[src/rtl/press_pkg.sv]
// Shared types and helpers for the press_classifier gesture decoder.
// Holds the per-channel FSM state encoding and the counter sizing function.
// Optional feature macro used by this slice: PRESS_CLASSIFIER_REPEAT_EN.
package press_pkg;

  typedef enum logic [2:0] {
    IDLE           = 3'd0,
    PRESSED        = 3'd1,
    WAIT_SECOND    = 3'd2,
    SECOND_PRESSED = 3'd3,
    LONG           = 3'd4
  } press_state_t;

  // Counter width large enough to hold the largest of the three thresholds.
  function automatic int press_cnt_width(input int long_c, input int gap_c, input int rep_c);
    int m;
    m = long_c;
    if (gap_c > m) m = gap_c;
    if (rep_c > m) m = rep_c;
    return $clog2(m + 1);
  endfunction

endpackage

[src/rtl/press_channel.sv]
// Purpose: one-button gesture FSM (short / long / double / auto-repeat) with a single saturating counter.
// Latency: every output is registered; events appear the cycle after the deciding btn sample.
// Backpressure: none; event pulses are fire-and-forget. Repeat logic exists only with PRESS_CLASSIFIER_REPEAT_EN.
module press_channel
  import press_pkg::*;
#(
  parameter int LONG_CYCLES   = 100_000_000,
  parameter int GAP_CYCLES    = 25_000_000,
  parameter int REPEAT_CYCLES = 20_000_000
) (
  input  logic clk,
  input  logic reset,
  input  logic btn,
  output logic short_pulse,
  output logic long_pulse,
  output logic double_pulse,
  output logic repeat_pulse,
  output logic hold,
  output logic busy
);

  localparam int CW = press_cnt_width(LONG_CYCLES, GAP_CYCLES, REPEAT_CYCLES);

  // The sample that enters PRESSED / SECOND_PRESSED / WAIT_SECOND is itself the
  // first high (or low) sample, and the counter is cleared on that entry, so the
  // N-th consecutive sample is seen when the counter holds N-2.
  localparam logic [CW-1:0] LONG_LAST = CW'(LONG_CYCLES - 2);
  localparam logic [CW-1:0] GAP_LAST  = CW'(GAP_CYCLES - 2);
  localparam logic [CW-1:0] CNT_MAX   = {CW{1'b1}};
`ifdef PRESS_CLASSIFIER_REPEAT_EN
  // In LONG the counter is cleared on the long_pulse sample, so the sample
  // REPEAT_CYCLES later is seen when the counter holds REPEAT_CYCLES-1.
  localparam logic [CW-1:0] REP_LAST  = CW'(REPEAT_CYCLES - 1);
`endif

  press_state_t  state;
  press_state_t  nstate;
  logic [CW-1:0] cnt;
  logic          long_hit;
  logic          gap_hit;
  logic          rep_due;
  logic          ev_short;
  logic          ev_long;
  logic          ev_double;
  logic          ev_repeat;

  assign long_hit = (cnt >= LONG_LAST);
  assign gap_hit  = (cnt >= GAP_LAST);

  // Next-state and event decode; release is checked before any timeout so it always wins.
  always_comb begin
    nstate    = state;
    ev_short  = 1'b0;
    ev_long   = 1'b0;
    ev_double = 1'b0;
    ev_repeat = 1'b0;
    rep_due   = 1'b0;
    case (state)
      IDLE: begin
        if (btn) nstate = PRESSED;
      end
      PRESSED: begin
        if (!btn) begin
          nstate = WAIT_SECOND;
        end else if (long_hit) begin
          nstate  = LONG;
          ev_long = 1'b1;
        end
      end
      WAIT_SECOND: begin
        if (btn) begin
          nstate = SECOND_PRESSED;
        end else if (gap_hit) begin
          nstate   = IDLE;
          ev_short = 1'b1;
        end
      end
      SECOND_PRESSED: begin
        if (!btn) begin
          nstate    = IDLE;
          ev_double = 1'b1;
        end else if (long_hit) begin
          // The first click is dropped: a long press overrides it.
          nstate  = LONG;
          ev_long = 1'b1;
        end
      end
      LONG: begin
        if (!btn) begin
          nstate = IDLE;
        end
`ifdef PRESS_CLASSIFIER_REPEAT_EN
        else if (cnt >= REP_LAST) begin
          rep_due   = 1'b1;
          ev_repeat = 1'b1;
        end
`endif
      end
      default: nstate = IDLE;
    endcase
  end

  // State register.
  always_ff @(posedge clk) begin
    if (reset) state <= IDLE;
    else       state <= nstate;
  end

  // Shared counter: clears on any state change or repeat, otherwise counts up and saturates.
  always_ff @(posedge clk) begin
    if (reset) begin
      cnt <= '0;
    end else if ((nstate != state) || rep_due || (state == IDLE)) begin
      cnt <= '0;
    end else if (cnt != CNT_MAX) begin
      cnt <= cnt + CW'(1);
    end
  end

  // Registered outputs; hold and busy follow the state being entered.
  always_ff @(posedge clk) begin
    if (reset) begin
      short_pulse  <= 1'b0;
      long_pulse   <= 1'b0;
      double_pulse <= 1'b0;
      repeat_pulse <= 1'b0;
      hold         <= 1'b0;
      busy         <= 1'b0;
    end else begin
      short_pulse  <= ev_short;
      long_pulse   <= ev_long;
      double_pulse <= ev_double;
      repeat_pulse <= ev_repeat;
      hold         <= (nstate == LONG);
      busy         <= (nstate != IDLE);
    end
  end

endmodule

[src/rtl/press_classifier.sv]
// Purpose: multi-channel push-button gesture classifier; one independent press_channel per button.
// Latency: one cycle from the deciding btn sample to each registered event/level output.
// Backpressure: none; pulses are single-cycle. Auto-repeat present only with PRESS_CLASSIFIER_REPEAT_EN.
module press_classifier
  import press_pkg::*;
#(
  parameter int CHANNELS      = 4,
  parameter int LONG_CYCLES   = 100_000_000,
  parameter int GAP_CYCLES    = 25_000_000,
  parameter int REPEAT_CYCLES = 20_000_000
) (
  input  logic                clk,
  input  logic                reset,
  input  logic [CHANNELS-1:0] btn,
  output logic [CHANNELS-1:0] short_pulse,
  output logic [CHANNELS-1:0] long_pulse,
  output logic [CHANNELS-1:0] double_pulse,
  output logic [CHANNELS-1:0] repeat_pulse,
  output logic [CHANNELS-1:0] hold,
  output logic [CHANNELS-1:0] busy
);

  for (genvar g = 0; g < CHANNELS; g++) begin : g_ch
    press_channel #(
      .LONG_CYCLES  (LONG_CYCLES),
      .GAP_CYCLES   (GAP_CYCLES),
      .REPEAT_CYCLES(REPEAT_CYCLES)
    ) u_ch (
      .clk         (clk),
      .reset       (reset),
      .btn         (btn[g]),
      .short_pulse (short_pulse[g]),
      .long_pulse  (long_pulse[g]),
      .double_pulse(double_pulse[g]),
      .repeat_pulse(repeat_pulse[g]),
      .hold        (hold[g]),
      .busy        (busy[g])
    );
  end

endmodule

[config.mk]
export PLATFORM = sky130hd
export DESIGN_NAME = press_classifier
export DESIGN_NICKNAME = d
export VERILOG_FILES = /design/src/rtl/press_pkg.sv /design/src/rtl/press_channel.sv /design/src/rtl/press_classifier.sv
export SDC_FILE = /design/constraint.sdc
export NUM_CORES = 1
export LEC_CHECK = 0
export BUFFER_PORTS_ARGS = -buffer_cell sky130_fd_sc_hd__buf_2
export CORE_MARGIN = 4
export CORE_UTILIZATION = 30
export DETAILED_ROUTE_END_ITERATION = 7
export PLACE_DENSITY = 0.48
export SYNTH_ARGS = -nofsm -noshare
export SYNTH_HDL_FRONTEND = slang
export SYNTH_HIERARCHICAL = 1
export SYNTH_SLANG_ARGS = --single-unit
export TNS_END_PERCENT = 1
[constraint.sdc]
create_clock -name clk -period 3.35 [get_ports clk]
set_clock_uncertainty 0.1 [all_clocks]
set_input_delay 0.67 -clock clk [delete_from_list [all_inputs] [get_ports clk]]
set_output_delay 0.67 -clock clk [all_outputs]
set_load 0.005 [all_outputs]
==> results of run 1 <==
-- routing by layer --
| metal | up-vias | part of all wire (%) |
|---|---|---|
| li1 | 3266 | - |
| met1 | 2983 | 50 |
| met2 | 89 | 46 |
| met3 | 13 | 3.1 |
| met4 | 2 | 1.0 |
| met5 | - | 0.075 |
-- final cells by class --
type	instances	area (um2)
tap	324	405
multi-input combinational	698	4350
sequential	140	2800
clock buffer	22	464
inverter	20	75.1
clock inverter	10	164
fill	2592	15900
timing repair buffer	38	235
-- metrics by stage --
stage	utilization [%]	instances	total power, uW
floorplan	-	899	1820
global placement	32.3	1220	1850
CTS	34.8	1252	3900
global route	34.8	1252	4000
detailed placement	32.3	1220	1850
finish	34.8	1252	3830
-- state kept, by name, indices dropped and copies added (netlist names) --
name / cells
g_ch.u_ch/cnt: 108
g_ch.u_ch/state: 12
g_ch.u_ch/busy: 4
g_ch.u_ch/double_pulse: 4
g_ch.u_ch/hold: 4
g_ch.u_ch/long_pulse: 4
g_ch.u_ch/short_pulse: 4
-- kinds of logic after synthesis --
logic type | count (synthesis) | share of synthesized area, %
and+or+nand+nor | 453 | 31.4
DFF | 140 | 37.6
AOI/OAI and AO/OA | 133 | 13.3
xor gates and xnor gates | 87 | 10.2
buffers and inverters | 61 | 4.13
muxes | 13 | 1.75
adders and majority gates | 8 | 1.34
other | 4 | 0.201
-- worst max-delay path by stage --
stage,from,endpoint,slack (ns),cells past startpoint
after CTS,g_ch[0].u_ch/cnt[15],g_ch[0].u_ch/cnt[1],0.65,7
after floorplan,g_ch[0].u_ch/cnt[17],g_ch[0].u_ch/cnt[26],1.11,8
after global routing,g_ch[0].u_ch/cnt[15],g_ch[0].u_ch/cnt[1],0.45,7
after detailed placement,g_ch[0].u_ch/cnt[15],g_ch[0].u_ch/cnt[21],0.67,7
after global placement,g_ch[0].u_ch/cnt[15],g_ch[0].u_ch/cnt[1],0.73,7
final,g_ch[0].u_ch/cnt[15],g_ch[0].u_ch/cnt[1],0.65,7
-- report_power, final --
part           leakage (uW)  internal [uW]  switching [uW]
Combinational       0.00125           41.5            66.3
Clock              0.000293           1290             735
Sequential          0.00113           1680            20.3
-- worst max-delay path, cell delays in order, from the launching register on --
cell       delay (ns)
dfxtp_1          0.48
and4_1           0.32
a31oi_1          0.10
a2111oi_1        0.76
a21oi_1          0.24
o21ai_4          0.17
buf_4            0.30
a211oi_1         0.09
-- cell usage in the layout (no fill, tap or decap), drive strengths merged, types with 5 or more instances in the layout --
master	count
a2111oi	9
a211oi	15
a21oi	41
a221o	6
a31oi	6
a41oi	10
and2	17
and3	26
and4	7
buf	38
clkbuf	22
dfxtp	140
ha	8
inv	20
mux2i	13
nand2	78
nand2b	7
nand3	49
nand3b	6
nand4	43
nor2	138
nor2b	7
nor3	22
nor3b	9
nor4	18
nor4b	5
o21ai	15
or3	7
or4	6
xnor2	56
xor2	31
==> impl_metrics.json, run 1 <==
{
  "status": "complete, no violations",
  "grtUsageMet1_pct": 18.2,
  "synth.distinct_cells": 71,
  "nets": 929,
  "clock-sinks": 140,
  "globalplace.congestion": 0.783,
  "n_antenna_cell": 0,
  "finalWorstSetupSlack_ns": 0.647,
  "synthCells": 899,
  "cts_buffer_depth": 2,
  "period_needed_ns": 2.70,
  "grt_pass1_vias": 6059,
  "postCtsSetupBuffers": 0,
  "dieArea_um2": 27400,
  "fin_area_um2": 8490,
  "via_count": 6353,
  "grt_max_degree": 28,
  "hold-path-cell-count": 2,
  "tns_ns": 0,
  "setup_violations": 0,
  "port_buffers": 25,
  "track_usage_pct": 13.4,
  "synth_edf_count": 0,
  "min_to": "g_ch[1].u_ch/cnt[5]",
  "ys_ff_latch": 140,
  "startpoint_type": "flip-flop",
  "ys_seq_area_share_pct": 37.6,
  "max_freq_ghz": 0.370,
  "synthTopCellsByArea": "dfxtp_1, nor2_1, xnor2_1, nand2_1, xor2_1",
  "synth_top_area_share_pct": 37.6,
  "use_met2_pct": 21.2,
  "p_leak_uw": 0.00267,
  "critPathMaxFanout": 27,
  "drtPass1Iterations": 5,
  "fin_hold_ws_ns": 0.405,
  "syn_avg_cell_area_um2": 8.29,
  "yosysTopAreaCell": "dfxtp_1",
  "vias_per_cell": 5.07,
  "antenna_found_initial": 1,
  "clk_latency_ns": 0.42,
  "grtUsageMet3_pct": 3.20,
  "clk_pin_slew_ns": 0.06,
  "powerDensity_nw_per_um2": 451,
  "final_hold_viol_count": 0,
  "timing.rr.end": "g_ch[0].u_ch/cnt[1]",
  "cts_tree": "yes",
  "final_antenna_net_count": 0,
  "r2r-start": "g_ch[0].u_ch/cnt[15]",
  "grt_pass1_wl_um": 30200,
  "die_x_um": 166,
  "min_period_over_period_pct": 80.7,
  "synth.cells.most_frequent": "dfxtp_1, nor2_1, nand2_1",
  "worst_pin_slew_ns": 0.807,
  "post_dp_cell_area_um2": 7870,
  "crit_type": "flip-flop to flip-flop",
  "cts-root-buf": "clkbuf_16",
  "async_flop_share_pct": 0,
  "die_h_um": 166,
  "place_ws_ns": 0.670,
  "required_ns": 3.53,
  "htree_levels": 4,
  "relSlewSlack_pct": 46.1,
  "synth_area_um2": 7450,
  "core_area_um2": 24400,
  "grt_busiest_layer": "met2",
  "reg2reg_slack_ns": 0.65,
  "synth_ff_type": "dfxtp_1",
  "area_growth_pct": 14.0,
  "r2r_cells": 7,
  "max-cap-violations": 0,
  "min_path_type": "flip-flop to flip-flop",
  "rsz0062_at_grt": "no",
  "min-delay-start": "g_ch[1].u_ch/cnt[5]",
  "cts-buffers-inserted": 17,
  "post-synth-top-count-cell": "dfxtp_1",
  "endpoint_kind": "flip-flop",
  "cts_hold_buf": 0,
  "hpwl_um": 11700,
  "drive_gt1_share_pct": 9.81,
  "drtIter0Drc": 420,
  "arrival_ns": 2.88,
  "rows": 57,
  "drc": 0,
  "routed_wl_um": 17200,
  "peakVddDrop_v": 0.000291,
  "io_pins": 30,
  "syn_nets": 913,
  "initial_core_util_pct": 30.5,
  "slew_viol_final": 0,
  "wl_per_cell_um": 13.8,
  "global_route.overflow_total": 0,
  "post_cts_resized": 0,
  "yosysWarnings": 6
}
Note: power is estimated with default switching activity, not from simulation.
==> run 2: changes to the inputs <==
--- a/config.mk
+++ b/config.mk
@@ -9,7 +9,7 @@
 export CORE_MARGIN = 4
 export CORE_UTILIZATION = 30
 export DETAILED_ROUTE_END_ITERATION = 7
-export PLACE_DENSITY = 0.48
+export PLACE_DENSITY = 0.49
 export SYNTH_ARGS = -nofsm -noshare
 export SYNTH_HDL_FRONTEND = slang
 export SYNTH_HIERARCHICAL = 1
==> constraint.sdc (replaced) <==
create_clock -name clk -period 2.17 [get_ports clk]
set_clock_uncertainty 0.1 [all_clocks]
set_input_delay 0.434 -clock clk [delete_from_list [all_inputs] [get_ports clk]]
set_output_delay 0.434 -clock clk [all_outputs]
set_load 0.005 [all_outputs]
==> run 2 against run 1 <==
Worst setup slack worse by 0.75 ns. Maximum frequency rose by 19%. Final cell count grew 12%. Routed wire length grew 12%. Worst hold slack got worse by 0.20 ns. The run now ends with negative setup slack left. Clock-buffer cell count down 3. Critical endpoint is now g_ch[1].u_ch/cnt[1]. Clock power grew 66%.
==> impl_metrics.json, run 2 (synthesized netlist as in run 1, its figures left out) <==
{
  "drive_gt1_share_pct": 28.2,
  "layout_commonest_cell": "buf_4",
  "violations": "negative setup slack",
  "clk_latency_ns": 0.42,
  "clk_pin_slew_ns": 0.06,
  "cts-root-buf": "clkbuf_16",
  "p_total_uw": 6220,
  "finalWorstSetupSlack_ns": -0.102,
  "grt_pass1_vias": 6584,
  "global_route.overflow_total": 0,
  "max_freq_ghz": 0.440,
  "powerDensity_nw_per_um2": 611,
  "period_needed_ns": 2.27,
  "slew_viol_final": 0,
  "wl_per_cell_um": 13.7,
  "drc": 0,
  "rows": 57,
  "nets": 1085,
  "globalplace.congestion": 0.837,
  "area_growth_pct": 36.6,
  "track_usage_pct": 14.2,
  "hpwl_um": 13600,
  "io_pins": 30,
  "p_leak_uw": 0.00364,
  "clock-sinks": 140,
  "critPathMaxFanout": 7,
  "die_h_um": 166,
  "min_period_over_period_pct": 105,
  "cts_buffer_depth": 2,
  "htree_levels": 4,
  "reg_top3": "g_ch.u_ch/cnt (108), g_ch.u_ch/state (12)",
  "final_hold_viol_count": 0,
  "startpoint_type": "flip-flop",
  "initial_core_util_pct": 30.5,
  "port_buffers": 25,
  "vias_per_cell": 4.94,
  "routed_wl_um": 19300,
  "post_dp_cell_area_um2": 9070,
  "required_ns": 2.40,
  "drtIter0Drc": 301,
  "cts_tree": "yes",
  "multi_input_area_um2": 4640,
  "via_count": 6956,
  "final_cell_mix": "buf_4, nor2_1, dfxtp_1, nand2_1, xnor2_1",
  "rsz0062_at_grt": "yes",
  "peakVddDrop_v": 0.000533,
  "final_antenna_net_count": 0,
  "fin_hold_ws_ns": 0.204,
  "grt_max_degree": 28,
  "setup_violations": 29,
  "grt_pass1_wl_um": 32200,
  "arrival_ns": 2.50,
  "core_area_um2": 24400,
  "endpoint_kind": "flip-flop",
  "dieArea_um2": 27400,
  "n_antenna_cell": 0,
  "antenna_found_initial": 1,
  "largest-register": "g_ch.u_ch/cnt",
  "n_fill_cell": 2481,
  "drtPass1Iterations": 5,
  "min_path_type": "primary input to flip-flop",
  "largest_register_ffs": 108,
  "cts-buffers-inserted": 17,
  "cts_hold_buf": 0,
  "max-cap-violations": 0,
  "fin_area_um2": 10200,
  "status": "finished, violations left",
  "place_ws_ns": -0.227,
  "seqCellArea_um2": 2820,
  "crit_type": "flip-flop to flip-flop",
  "reg2reg_slack_ns": -0.10,
  "die_x_um": 166
}
## run 2: stage by stage
step | TNS, ns | util, % | instances
after floorplan | -1.57 | - | 899
after global placement | -7.26 | 37.2 | 1369
after detailed placement | -8.75 | 37.2 | 1369
after CTS | -1.06 | 41.0 | 1407
after global routing | -8.47 | 41.7 | 1408
final | -2.10 | 41.7 | 1408
## run 2: report_power, final
part           switching, uW  leakage, uW  internal, uW  total, uW
clock                   1160     0.000328          2200       3360
sequential              31.4      0.00114          2590       2630
combinational            125      0.00218           109        234
## run 2: cell type report
cell class / count / share of cell area, %
Tap cell: 324 / 3.98
Clock inverter: 13 / 2.32
Inverter: 20 / 0.737
Timing Repair Buffer: 194 / 15.3
Multi-Input combinational cell: 698 / 45.6
Sequential cell: 140 / 27.7
Clock buffer: 19 / 4.35
## run 2: repair_timing
action,4_1_cts,5_1_grt
pin swaps,23,11
setup buffers,4,0
endpoints found under the setup margin,89,96
endpoints found under the hold margin,0,0
gates cloned,2,1
gates resized for setup,37,37
## run 2: per-layer routing
metal | vias up | routed length, um | track usage (%)
met2 | 93 | 8950 | 23.0
met4 | 2 | 304 | 4.65
met1 | 3274 | 9440 | 19.2
li1 | 3564 | - | -
met3 | 23 | 568 | 2.66
met5 | - | 20 | 0
## run 2: worst paths after layout
path                                    end  depth (start not counted)             startpoint
setup reg to reg        g_ch[1].u_ch/cnt[1]                          9   g_ch[1].u_ch/cnt[25]
setup / recovery        g_ch[1].u_ch/cnt[1]                          9   g_ch[1].u_ch/cnt[25]
hold reg to reg       g_ch[3].u_ch/state[2]                          2  g_ch[3].u_ch/state[2]
hold / removal    g_ch[3].u_ch/double_pulse                          2                 btn[3]
## run 2: critical path, cell delays in order, from the launching register on
cell and delay, ns:
dfxtp_1 0.36, a221o_1 0.40, nor4_4 0.30, a2111oi_4 0.13, buf_4 0.17, o32ai_2 0.16
o21ai_4 0.11, buf_12 0.16, buf_12 0.13, a211oi_2 0.17
==> run 3: changes to the inputs <==
--- a/config.mk
+++ b/config.mk
@@ -6,12 +6,13 @@
 export NUM_CORES = 1
 export LEC_CHECK = 0
 export BUFFER_PORTS_ARGS = -buffer_cell sky130_fd_sc_hd__buf_2
+export CAP_MARGIN = 40
 export CORE_MARGIN = 4
 export CORE_UTILIZATION = 30
 export DETAILED_ROUTE_END_ITERATION = 7
-export PLACE_DENSITY = 0.49
+export PLACE_DENSITY = 0.47
 export SYNTH_ARGS = -nofsm -noshare
 export SYNTH_HDL_FRONTEND = slang
 export SYNTH_HIERARCHICAL = 1
 export SYNTH_SLANG_ARGS = --single-unit
-export TNS_END_PERCENT = 1
+export TNS_END_PERCENT = 10
==> run 3 against run 2 <==
The run now ends clean. Sequential power about the same. Register-to-register slack better by 0.11 ns. Die area unchanged. Non-clock buffer count down 13. Critical path type unchanged. Largest cell class unchanged.
==> impl_metrics.json, run 3 (synthesized netlist as in run 1, its figures left out) <==
{
  "status": "complete, no violations",
  "final_cell_mix": "buf_4, nor2_1, dfxtp_1, nand2_1, xnor2_1",
  "min-delay-start": "btn[3]",
  "track_usage_pct": 14.5,
  "drtIter0Drc": 402,
  "largest-register": "g_ch.u_ch/cnt",
  "drive_gt1_share_pct": 25.6,
  "die_x_um": 166,
  "global_route.overflow_total": 0,
  "cts-root-buf": "clkbuf_16",
  "grt_max_degree": 28,
  "htree_levels": 4,
  "drtPass1Iterations": 5,
  "largest_register_ffs": 108,
  "relSlewSlack_pct": 66.6,
  "max-cap-violations": 0,
  "startpoint_type": "flip-flop",
  "r2r_cells": 7,
  "hpwl_um": 14000,
  "clk_latency_ns": 0.42,
  "endpoint_kind": "flip-flop",
  "reg_top3": "g_ch.u_ch/cnt (108), g_ch.u_ch/state (12)",
  "final_antenna_net_count": 0,
  "peakVddDrop_v": 0.000394,
  "grt_pass1_wl_um": 32500,
  "clk_pin_slew_ns": 0.06,
  "timing.rr.end": "g_ch[0].u_ch/cnt[1]",
  "rsz0062_at_grt": "yes",
  "vias_per_cell": 4.92,
  "min_to": "g_ch[3].u_ch/double_pulse",
  "layout_commonest_cell": "buf_4",
  "rows": 57,
  "dieArea_um2": 27400,
  "required_ns": 2.37,
  "worst_pin_slew_ns": 0.488,
  "cts-buffers-inserted": 17,
  "period_needed_ns": 2.16,
  "grt_pass1_vias": 6583,
  "p_leak_uw": 0.00351,
  "hold-path-cell-count": 2,
  "initial_core_util_pct": 30.5,
  "final_hold_viol_count": 0,
  "core_area_um2": 24400,
  "clock-sinks": 140,
  "r2r-start": "g_ch[0].u_ch/cnt[17]",
  "nets": 1072,
  "fin_hold_ws_ns": 0.175,
  "io_pins": 30,
  "drc": 0,
  "utilization_pct": 40.4,
  "slew_viol_final": 0,
  "globalplace.congestion": 0.826,
  "setup_violations": 0,
  "n_fill_cell": 2485,
  "min_period_over_period_pct": 99.5,
  "crit_type": "flip-flop to flip-flop",
  "max_freq_ghz": 0.463,
  "cts_tree": "yes",
  "cts_buffer_depth": 2,
  "arrival_ns": 2.36,
  "reg2reg_slack_ns": 0.01,
  "via_count": 6868,
  "wl_per_cell_um": 13.8,
  "routed_wl_um": 19200,
  "antenna_found_initial": 1,
  "critPathMaxFanout": 12,
  "die_h_um": 166,
  "port_buffers": 25,
  "area_growth_pct": 32.3,
  "powerDensity_nw_per_um2": 602,
  "min_path_type": "primary input to flip-flop"
}
[run 3: changes by cell type in the layout (fill, tap and decap cells not counted), moves of 3 or more]
cell,delta
a2111oi_2,-3
a21oi_1,+3
a21oi_2,-3
buf_4,-10
dfxtp_2,+3
nor3b_1,+3
nor3b_2,-3
[run 3: timing repair]
action	CTS	global route
endpoints found under the setup margin	83	92
setup buffers	1	0
pin swaps	3	2
hold buffers	0	0
resized for setup	19	22
[run 3: worst max-delay path by stage]
stage                                     from              endpoint  slack [ns]  depth (start not counted)
final                     g_ch[0].u_ch/cnt[17]   g_ch[0].u_ch/cnt[1]        0.01                          7
after global routing       g_ch[2].u_ch/cnt[8]   g_ch[2].u_ch/cnt[1]       -0.13                          8
after CTS                  g_ch[2].u_ch/cnt[0]   g_ch[2].u_ch/cnt[1]       -0.02                         10
after detailed placement   g_ch[0].u_ch/cnt[8]   g_ch[0].u_ch/cnt[1]       -0.15                          7
after global placement     g_ch[0].u_ch/cnt[8]   g_ch[0].u_ch/cnt[1]       -0.10                          7
after floorplan           g_ch[2].u_ch/cnt[15]  g_ch[2].u_ch/cnt[26]       -0.03                          8
[run 3: per-stage QoR]
step	instance area, um2	cells	worst slack (ns)	TNS (ns)	power [uW]
finish	9860	1396	0.0104	0	5930
global route	9850	1395	-0.134	-5.01	6180
CTS	9760	1395	-0.0191	-0.0642	6040
detailed placement	9040	1362	-0.146	-3.29	2890
global placement	9040	1362	-0.104	-1.38	2890
floorplan	7510	899	-0.0289	-0.725	2800
[run 3: layout make-up]
class                           count  area (um2)  share of cell area (%)
Multi-Input combinational cell    698        4530                    46.0
Sequential cell                   140        2820                    28.6
Timing Repair Buffer              181        1400                    14.2
Clock buffer                       21         450                    4.57
Tap cell                          324         405                    4.11
Clock inverter                     11         168                    1.70
Inverter                           20        75.1                   0.762
Antenna cell                        1        2.50                  0.0254
[run 3: report_power, final]
part | internal (uW) | total [uW] | switching [uW]
Combinational | 93.0 | 209 | 116
Clock | 1950 | 3100 | 1150
Sequential | 2600 | 2620 | 29.2
Total | 4640 | 5930 | 1290
[run 3: layer usage]
layer  track usage [%]  vias up  routed length [um]
li1                  -     3550                   -
met2              22.8      105                8630
met3              3.67        9                 651
met5                 0        -                   0
met4              3.22        0                 142
met1              20.2     3204                9790
[run 3: critical path: stages, from the launching register on]
cell,delay [ns]
dfxtp_1,0.35
nor4b_2,0.28
nand4_1,0.12
or4_4,0.43
a221o_1,0.35
o21ai_4,0.20
buf_12,0.16
a211oi_1,0.05
